### src/rtl/max_score_tracker.sv
// Running maximum score tracker: reduces per-PU 2x2 score tiles through a
// 3-stage pipeline and reports the best (score, row, col) with a done pulse.
module max_score_tracker #(
    parameter int NUM_PU       = 4,
    parameter int NUM_ROWS_PE  = 2,
    parameter int NUM_COLS_PE  = 2,
    parameter int SCORE_WIDTH  = 10,
    parameter int SEQ_LENGTH_W = 5
) (
    input  logic                                                        clk,
    input  logic                                                        rst,
    input  logic                                                        start,
    input  logic [NUM_PU-1:0][NUM_ROWS_PE-1:0][NUM_COLS_PE-1:0][SCORE_WIDTH-1:0] scores_in,
    input  logic [NUM_PU-1:0]                                           valid_pu,
    input  logic [NUM_PU-1:0][SEQ_LENGTH_W-1:0]                         row_base,
    input  logic [NUM_PU-1:0][SEQ_LENGTH_W-1:0]                         col_base,
    input  logic                                                        last,
    output logic                                                        busy,
    output logic                                                        done,
    output logic [SCORE_WIDTH-1:0]                                      max_score,
    output logic [SEQ_LENGTH_W-1:0]                                     max_row,
    output logic [SEQ_LENGTH_W-1:0]                                     max_col
);

    typedef enum logic [1:0] {IDLE, RUN, DRAIN, DONE} state_t;

    state_t     state, state_nxt;
    logic [1:0] drain_cnt;
    logic       clear;

    // Per-PU tile reduction (combinational front of stage 1)
    logic [NUM_PU-1:0][SCORE_WIDTH-1:0]  t_score;
    logic [NUM_PU-1:0][SEQ_LENGTH_W-1:0] t_row, t_col;

    logic [NUM_PU-1:0][SCORE_WIDTH-1:0]  s1_score;
    logic [NUM_PU-1:0][SEQ_LENGTH_W-1:0] s1_row, s1_col;
    logic [NUM_PU-1:0]                   s1_valid;

    // Cross-PU reduction (combinational front of stage 2)
    logic [SCORE_WIDTH-1:0]  b_score;
    logic [SEQ_LENGTH_W-1:0] b_row, b_col;
    logic                    b_found;

    logic [SCORE_WIDTH-1:0]  s2_score;
    logic [SEQ_LENGTH_W-1:0] s2_row, s2_col;
    logic                    s2_valid;

    assign clear = (state == IDLE) && start;

    // NOTE: sequential state uses non-blocking assignments so every register
    // samples the pre-edge values of its sources, independent of block order.
    always_ff @(posedge clk or posedge rst) begin
        if (rst) state <= IDLE;
        else     state <= state_nxt;
    end

    // NOTE: every combinational output gets a default first so no path can
    // leave it unassigned and infer a latch.
    always_comb begin
        state_nxt = state;
        case (state)
            IDLE:    if (start) state_nxt = RUN;
            RUN:     if (last) state_nxt = DRAIN;
            DRAIN:   if (drain_cnt == 2'd0) state_nxt = DONE;
            DONE:    state_nxt = IDLE;
            default: state_nxt = IDLE;
        endcase
    end

    always_comb begin
        busy = (state == RUN) || (state == DRAIN);
        done = (state == DONE);
    end

    always_ff @(posedge clk or posedge rst) begin
        if (rst)                                   drain_cnt <= 2'd0;
        else if (state == RUN && last)             drain_cnt <= 2'd2;
        else if (state == DRAIN && drain_cnt != 0) drain_cnt <= drain_cnt - 2'd1;
    end

    // Scan order (j, k) ascending with strict '>' keeps the lowest j, then k, on ties.
    always_comb begin
        for (int i = 0; i < NUM_PU; i++) begin
            t_score[i] = scores_in[i][0][0];
            t_row[i]   = row_base[i];
            t_col[i]   = col_base[i];
            for (int j = 0; j < NUM_ROWS_PE; j++) begin
                for (int k = 0; k < NUM_COLS_PE; k++) begin
                    if (scores_in[i][j][k] > t_score[i]) begin
                        t_score[i] = scores_in[i][j][k];
                        t_row[i]   = row_base[i] + SEQ_LENGTH_W'(j);
                        t_col[i]   = col_base[i] + SEQ_LENGTH_W'(k);
                    end
                end
            end
        end
    end

    always_ff @(posedge clk or posedge rst) begin
        if (rst) begin
            s1_score <= '0;
            s1_row   <= '0;
            s1_col   <= '0;
            s1_valid <= '0;
        end else begin
            s1_score <= t_score;
            s1_row   <= t_row;
            s1_col   <= t_col;
            s1_valid <= (state == RUN) ? valid_pu : '0;
        end
    end

    // First valid PU is taken unconditionally so a valid all-zero beat still resolves.
    always_comb begin
        b_score = '0;
        b_row   = '0;
        b_col   = '0;
        b_found = 1'b0;
        for (int i = 0; i < NUM_PU; i++) begin
            if (s1_valid[i] && (!b_found || s1_score[i] > b_score)) begin
                b_score = s1_score[i];
                b_row   = s1_row[i];
                b_col   = s1_col[i];
                b_found = 1'b1;
            end
        end
    end

    always_ff @(posedge clk or posedge rst) begin
        if (rst) begin
            s2_score <= '0;
            s2_row   <= '0;
            s2_col   <= '0;
            s2_valid <= 1'b0;
        end else begin
            s2_score <= b_score;
            s2_row   <= b_row;
            s2_col   <= b_col;
            s2_valid <= clear ? 1'b0 : b_found;
        end
    end

    // Strictly greater keeps the earliest beat on cross-beat ties.
    always_ff @(posedge clk or posedge rst) begin
        if (rst) begin
            max_score <= '0;
            max_row   <= '0;
            max_col   <= '0;
        end else if (clear) begin
            max_score <= '0;
            max_row   <= '0;
            max_col   <= '0;
        end else if (s2_valid && s2_score > max_score) begin
            max_score <= s2_score;
            max_row   <= s2_row;
            max_col   <= s2_col;
        end
    end

endmodule

### config.mk
export PLATFORM = sky130hd
export DESIGN_NAME = max_score_tracker
export DESIGN_NICKNAME = d
export VERILOG_FILES = /design/src/rtl/max_score_tracker.sv
export SDC_FILE = /design/constraint.sdc
export NUM_CORES = 1
export LEC_CHECK = 0
export CAP_MARGIN = 20
export CELL_PAD_IN_SITES_DETAIL_PLACEMENT = 2
export CELL_PAD_IN_SITES_GLOBAL_PLACEMENT = 2
export CORE_MARGIN = 2
export CORE_UTILIZATION = 32
export DETAILED_ROUTE_END_ITERATION = 6
export GPL_TIMING_DRIVEN = 0
export HOLD_SLACK_MARGIN = 0.02
export PLACE_DENSITY = 0.8
export SYNTH_ARGS = -nofsm -noshare
export SYNTH_HDL_FRONTEND = slang
export SYNTH_SLANG_ARGS = --single-unit
### constraint.sdc
create_clock -name clk -period 6.7 [get_ports clk]
set_clock_uncertainty 0.05 [all_clocks]
set_input_delay 2.01 -clock clk [delete_from_list [all_inputs] [get_ports clk]]
set_output_delay 2.01 -clock clk [all_outputs]
set_load 0.02 [all_outputs]
Word-level counts from Yosys, hierarchy flattened. Index checks and enable logic that the tools add are counted.

Output and inout bits: 22. Input port bits: 208. Latch bits: 0. Register bits after elaboration: 129. Logic and storage cells: 135. RAM bits: 0. Memories: 0. Memory bits (read-only): 0.

Order comparisons: 16. Multiply operators: 0. Reductions and logical operators: 20. Equal/unequal tests: 6. Add/subtract/negate cells: 9. Shifts and indexed selects: 0. Bitwise logic cells: 0. Div/mod/pow operators: 0. Muxes and demuxes: 62.

Operator list (number): 10-bit 2-to-1 mux (18); 10-bit > comparator (16); 5-bit 2-to-1 mux (32); 5-bit by 1-bit adder with 5-bit output, second input constant (8); 2-bit 2-to-1 mux (5); 2-bit one-hot mux with 4 select lines (1); 1-bit logical AND (7); 2-bit inequality test, second input constant (3); 2-bit nonzero test (3); 1-bit 2-to-1 mux (5); 2-bit == test, second input constant (2); 2-bit logical NOT (2); 1-bit logical OR (4); 4-bit 2-to-1 mux (1); 1-bit logical NOT (3); 3-bit AND reduction (1); 2-bit by 1-bit == test with 1-bit output, second input constant (1); 2-bit by 1-bit subtractor with 2-bit output, second input constant (1).

Longest topological paths before layout.
Depth after elaboration: 14. Depth in mapped cells: 27. Gate-level depth less buffers: 23.

Worst setup path after synthesis. Ideal clock, no wire load.

Path type: input to register. Start point: in scores_in[121] (netlist name). End point: reg s1_col[16] (netlist name). Data required time: 6.525 ns. Arrival time: 6.597 ns. Stages on the path: 22. Buffers on the path: 1. Path slack: -0.072 ns. Setup time: 0.125 ns. Path through: inv_1 ha_1 nor2b_4 o21a_4 o31ai_4 o22ai_1 a221oi_2 inv_1 ha_1 a211o_1 a21oi_1 o221ai_1 nand2_1 buf_2 mux2i_1 ha_1 a21oi_1 o21ai_1 a2111oi_2 nor2_2 a31oi_1 mux2_2.

RTL lines: start: declaration (line 13) `input logic [NUM_PU-1:0][NUM_ROWS_PE-1:0][NUM_COLS_PE-1:0][SCORE_WIDTH-1:0] scores_in,`; end signal: assignment (line 108) `s1_col <= t_col;`; end: declaration (line 36) `logic [NUM_PU-1:0][SEQ_LENGTH_W-1:0] s1_row, s1_col;`.

==> run summary <==
Final Hold Vio Count -> 0
GR Overflow Total -> 0
crit-path max FO -> 10
largest family of logic cells by synthesized area -> compound AO/OA/AOI/OAI gates
synth top area cells -> dfrtp_1 28%, ha_1 19%, inv_1 3.7%
clock-pin transition on the worst setup and hold timing paths -> 0.08 ns
post-DR wirelength/cell -> 36.7 um
#FFs+latches synth -> 129
CP arrival -> 7.51 ns
Max-Slew Margin vs Limit -> 31.0%
H-tree levels -> 4
I/O pins -> 230
Skew-Pair Late Insertion Delay -> 0.46 ns
Register Area -> 3230 um^2
highest clock rate -> 138 MHz
Synth Flop Type -> dfrtp_1
mux cell area share after synthesis -> 5.23%
layout cell share with drive strength beyond 1 -> 38.0%
largest net degree at the start of global routing -> 73
IO Port Bufs -> 229
YS warnings -> 0
DP Area -> 14,400 um^2
status -> complete, but fails checks
Final Worst Setup Slack -> -0.538 ns
leading cell type in the layout, fill and taps excluded -> clkdlybuf4s50_1
fin. max-slew vios -> 0
routability congestion estimate -> 0.863
PwrDens -> 348 nW/um^2
post-synthesis xor/xnor area fraction -> 2.05%
period utilization -> 108%
Starting Density -> 32.4%
top cell type by total area after synthesis -> dfrtp_1
CTS tree -> built
Mean Syn Cell Area -> 9.05 um^2
Initial DRC Count -> 1,252
core area -> 35,600 um^2
vias in the first global route -> 14,600
antenna violations before repair -> 4
crit end category -> register
Syn Std Cell Area -> 11,500 um^2
Lkg Pwr -> 8.07 nW
Post-synth ARST share -> 100%
design area -> 19,000 um^2
Syn Inst Count -> 1,275
critical path class -> in2reg
# setup viols final -> 100
Post-Synth Adder-Cell Area -> 18.9%
DR vias -> 14,000
row count -> 69
Nets -> 2,049
drt pass-1 iters -> 5
Layout Cells excl Fill -> 2,145
total CTS buffers -> 17
number of library cell types mapped by synthesis -> 75
global-route wire length before repair -> 92,400 um
Sink Count -> 129
Slew @ Worst Pin -> 1.04 ns
Seq/Total Area, Yosys -> 28.0%
post-route ant nets -> 0
Filler Cells Inserted -> 3,487
Synth Area in Simple Gates -> 15.1%
synthesis-to-layout area growth -> 64.7%
CP required -> 6.97 ns
vias per inst -> 6.52
Tot Pwr -> 6.62 mW
r2r setup slk -> -0.42 ns
# placed instances -> 1,966
# DRC -> 0
Die Width -> 194 um
Period minus WS final -> 7.24 ns
hold_ws -> 0.450 ns
Synth Area in Compound Gates -> 24.4%
area of the multi-input gates -> 10,200 um^2
maxcap violations -> 0
Clk Tree Root Cell -> clkbuf_16
Global Route Usage Sum -> 32.0%
die footprint -> 37,600 um^2
crit path launch type -> input pin
DP Worst Slack -> -1.83 ns
syn_nets -> 1,657
violated checks -> negative setup slack
maximum clock path buffer count -> 2
EDFF count, synth -> 0
peak supply drop -> 176 uV
Post-Route WL -> 78,800 um
CTS Hold Bufs -> 0
Die Y -> 194 um
share of the synthesized area in the top cell type -> 28.0%
HPWL after DPL -> 36,700 um
most frequent cells in the layout -> 151 x clkdlybuf4s50_1, 129 x buf_4, 129 x dfrtp_1
Hold Path Class -> reg2reg
RSZ-0062 raised after global routing -> true
-- cell families (layout without fill, tap and decap cells) --
logic type               after synthesis  after routing
buffers and inverters                174            577
XOR/XNOR                              27             27
other                                  0              4
AO/OA/AOI/OAI                        368            369
adder cells (fa/ha/maj)              174            174
multiplexers                          58             58
AND/OR/NAND/NOR                      345            346
flip-flops                           129            129
-- power breakdown --
part | internal (mW) | switching, mW | leakage, nW
combinational | 1.68 | 2.48 | 6.17
clock | 0.732 | 0.459 | 0.341
sequential | 1.03 | 0.234 | 1.56
-- critical path, stage by stage --
cell	delay (ns)
clkbuf_2	0.11
inv_1	0.15
ha_4	0.24
nand4_1	0.18
nor2_2	0.06
a311oi_2	0.29
o22a_1	0.23
buf_6	0.14
buf_4	0.11
mux2i_1	0.51
inv_1	0.16
ha_1	0.25
inv_1	0.10
a21o_1	0.15
a21oi_2	0.08
a31o_4	0.29
buf_6	0.14
buf_4	0.13
nor2_1	0.22
a21o_1	0.14
ha_1	0.29
o21a_1	0.26
o32ai_4	0.13
buf_4	0.16
a21oi_4	0.26
buf_6	0.23
nor3_1	0.10
a211oi_1	0.36
-- sequential cells by signal (all words and copies together) (netlist names) --
| signal | count |
|---|---|
| max_row | 5 |
| s1_row | 20 |
| s2_score | 10 |
| s2_row | 5 |
| s2_valid | 1 |
| state | 2 |
| s2_col | 5 |
| s1_col | 20 |
| max_score | 10 |
| s1_valid | 4 |
| drain_cnt | 2 |
| max_col | 5 |
| s1_score | 40 |
-- worst paths after layout --
path | startpoint | to | cells after the start
min in group asynchronous | rst | s1_score[17]$_DFF_PP0_ | 2
worst max register to register | s1_valid[0]$_DFF_PP0_ | s2_col[1]$_DFF_PP0_ | 25
worst min register to register | s2_col[2]$_DFF_PP0_ | max_col[2]$_DFFE_PP0P_ | 1
max in group asynchronous | rst | s2_score[4]$_DFF_PP0_ | 3
worst max-delay path | scores_in[49] | s1_score[18]$_DFF_PP0_ | 28
worst min-delay path | s2_col[2]$_DFF_PP0_ | max_col[2]$_DFFE_PP0P_ | 1
-- metrics by stage --
stage               util (%)  setup TNS (ns)
finish                  53.4          -33.68
global route            53.4          -43.67
CTS                     48.2        -0.00216
detailed placement      40.6         -117.32
global placement        40.5         -161.20
floorplan                  -         -0.0114
-- routing by layer --
metal,global-route usage (%),wire length [um]
met3,5.91,5210
met2,57.0,38400
met5,0,4
met4,18.2,6580
met1,35.8,28600
-- cell usage after synthesis, types with 22 or more instances --
| cell type | count |
|---|---|
| a211oi_1 | 33 |
| a21o_1 | 30 |
| a21oi_1 | 76 |
| a22o_1 | 30 |
| and3_1 | 23 |
| buf_2 | 27 |
| clkbuf_1 | 24 |
| dfrtp_1 | 129 |
| ha_1 | 174 |
| inv_1 | 115 |
| mux2i_1 | 40 |
| nand2_1 | 76 |
| nand3_1 | 22 |
| nand4_1 | 34 |
| nor2_1 | 81 |
| nor3_1 | 52 |
| o21ai_0 | 40 |
| o22ai_1 | 23 |
-- layout make-up --
type | instances | share of cell area (%)
tap | 461 | 3.04
inverter | 115 | 2.39
clock buffer | 20 | 2.46
sequential | 129 | 17.0
timing repair buffer | 375 | 18.0
clock inverter | 12 | 1.19
buffer | 55 | 2.41
multi-input combinational | 974 | 53.5
antenna | 4 | 0.0527
-- what timing repair did --
action                     CTS  global route
hold endpoints to repair     0             0
buffers inserted            70            70
cloned                       6             3
setup endpoints to repair  100           100
pin swaps                   67           134
gates resized for setup    348           408
Note: power is estimated with default switching activity, not from simulation.
==> patch (config.mk and constraints unchanged) <==
Change the parameter `SEQ_LENGTH_W` from 5 to 10.
--- a/src/rtl/max_score_tracker.sv
+++ b/src/rtl/max_score_tracker.sv
@@ -6,5 +6,5 @@
     parameter int NUM_COLS_PE  = 2,
     parameter int SCORE_WIDTH  = 10,
-    parameter int SEQ_LENGTH_W = 5
+    parameter int SEQ_LENGTH_W = 10
 ) (
     input  logic                                                        clk,
Ports: changed (resized col_base, max_col, max_row and row_base); port bits go from 230 to 280. The function was not compared with the original's and may differ.
==> patch against the unedited design <==
  * The run still ends with negative setup slack left
  * Total power decreased by 3.9%
  * Critical path depth down 2
  * Sequential cell count up 60
  * Setup slack better by 340 ps
  * Register-to-register slack better by 760 ps
  * Cell area is 5.2% higher
  * Utilization down 3.4 points
  * Synthesized area grew 13%
  * Wire length is 26% lower
==> patch: results (changes against the unedited design) <==
| Metric | Value |
|---|---|
| Vias in the first global route | `14000 (-4.0%)` |
| Syn Nets | `1776 (+7.2%)` |
| Port buffer count | `278 (+21%)` |
| Share of post-route cells with drive strength above 1 | `28.2% (-9.7 points)` |
| Post-synthesis instance total | `1354 (+6.2%)` |
| Gr usage total | `24.5% (-7.4 points)` |
| Status | `finished with violations` |
| Final setup viols | `30 (-70%)` |
| Cell family with most CP delay | `simple AND/OR/NAND/NOR gates` |
| Sequential-to-total area share from yosys stat | `36.2% (+8.2 points)` |
| Rows | `73 (+5.8%)` |
| Slowest stage cell, crit path | `mux2i_2` |
| Setup TNS | `-1580 ps (+32100 ps)` |
| Largest cells by area after synthesis | `dfrtp_1, ha_1, mux2i_1` |
| Antenna violations before repair | `1 (-3)` |
| Crit path arrival time | `7180 ps (-330 ps)` |
| Distinct cells, synth | `67 (-11%)` |
| Largest regs | `s1_col (40), s1_row (40), s1_score (40)` |
| Pre-CTS setup slack | `-1760 ps (+70.3 ps)` |
| Setup ws final | `-197 ps (+341 ps)` |
| Max VDD drop | `0.207 mV (+18%)` |
| CP Launch Point | `scores_in[87]` |
| Slew @ Worst Pin | `825 ps (-210 ps)` |
| DRT iter0 DRCs | `480 (-62%)` |
| Mux cell area share after synthesis | `8.91% (+3.7 points)` |
| Leading cell types by count after synthesis | `dfrtp_1, ha_1, inv_1` |
| Worst setup path end | `s1_row[29]` |
| Sw Pwr | `2.68 mW (-15%)` |
| Combinational power | `3.56 mW (-14%)` |
| Post-layout nets | `2194 (+7.1%)` |
| Post-DR wirelength/cell | `25.3 um (-31%)` |
| Post-CTS Setup Bufs | `69 (-1.4%)` |
| Reg power frac | `26.6% (+7.5 points)` |
| Compound-cell area share of the yosys netlist | `14.1% (-10 points)` |
| HP Start | `s2_row[5]` |
| DR vias | `12300 (-12%)` |
| DRT Pass-1 Iters | `4 (-1)` |
| First-pass GRT wire length | `79400 um (-14%)` |
| Failing checks | `negative setup slack` |
| Crit path max fanout | `5 (-5)` |
## patch: worst min-delay path by stage
stage / endpoint / cells after the start / slack (ps)
floorplan: s2_col[0] / 2 / 410
global placement: max_row[0] / 2 / 420
detailed placement: max_row[2] / 2 / 440
CTS: max_row[2] / 2 / 450
global route: max_row[5] / 2 / 480
finish: max_row[5] / 2 / 450
## patch: routing by layer
layer	up-vias	global-route usage, %	share of wire [%]
met1	6299	29.1	40
met3	79	4.16	3.8
met5	-	0	0.022
met2	277	45.3	54
li1	5670	-	-
met4	2	6.68	2.6
## patch: final cells by class
class / count / area, um^2
Tap cell: 525 / 657
Sequential cell: 189 / 4730
Antenna cell: 1 / 2.50
Clock buffer: 18 / 439
Inverter: 125 / 483
Clock inverter: 14 / 206
Timing Repair Buffer: 398 / 3810
Buffer: 47 / 369
Fill cell: 4025 / 20000
Multi-Input combinational cell: 994 / 9290
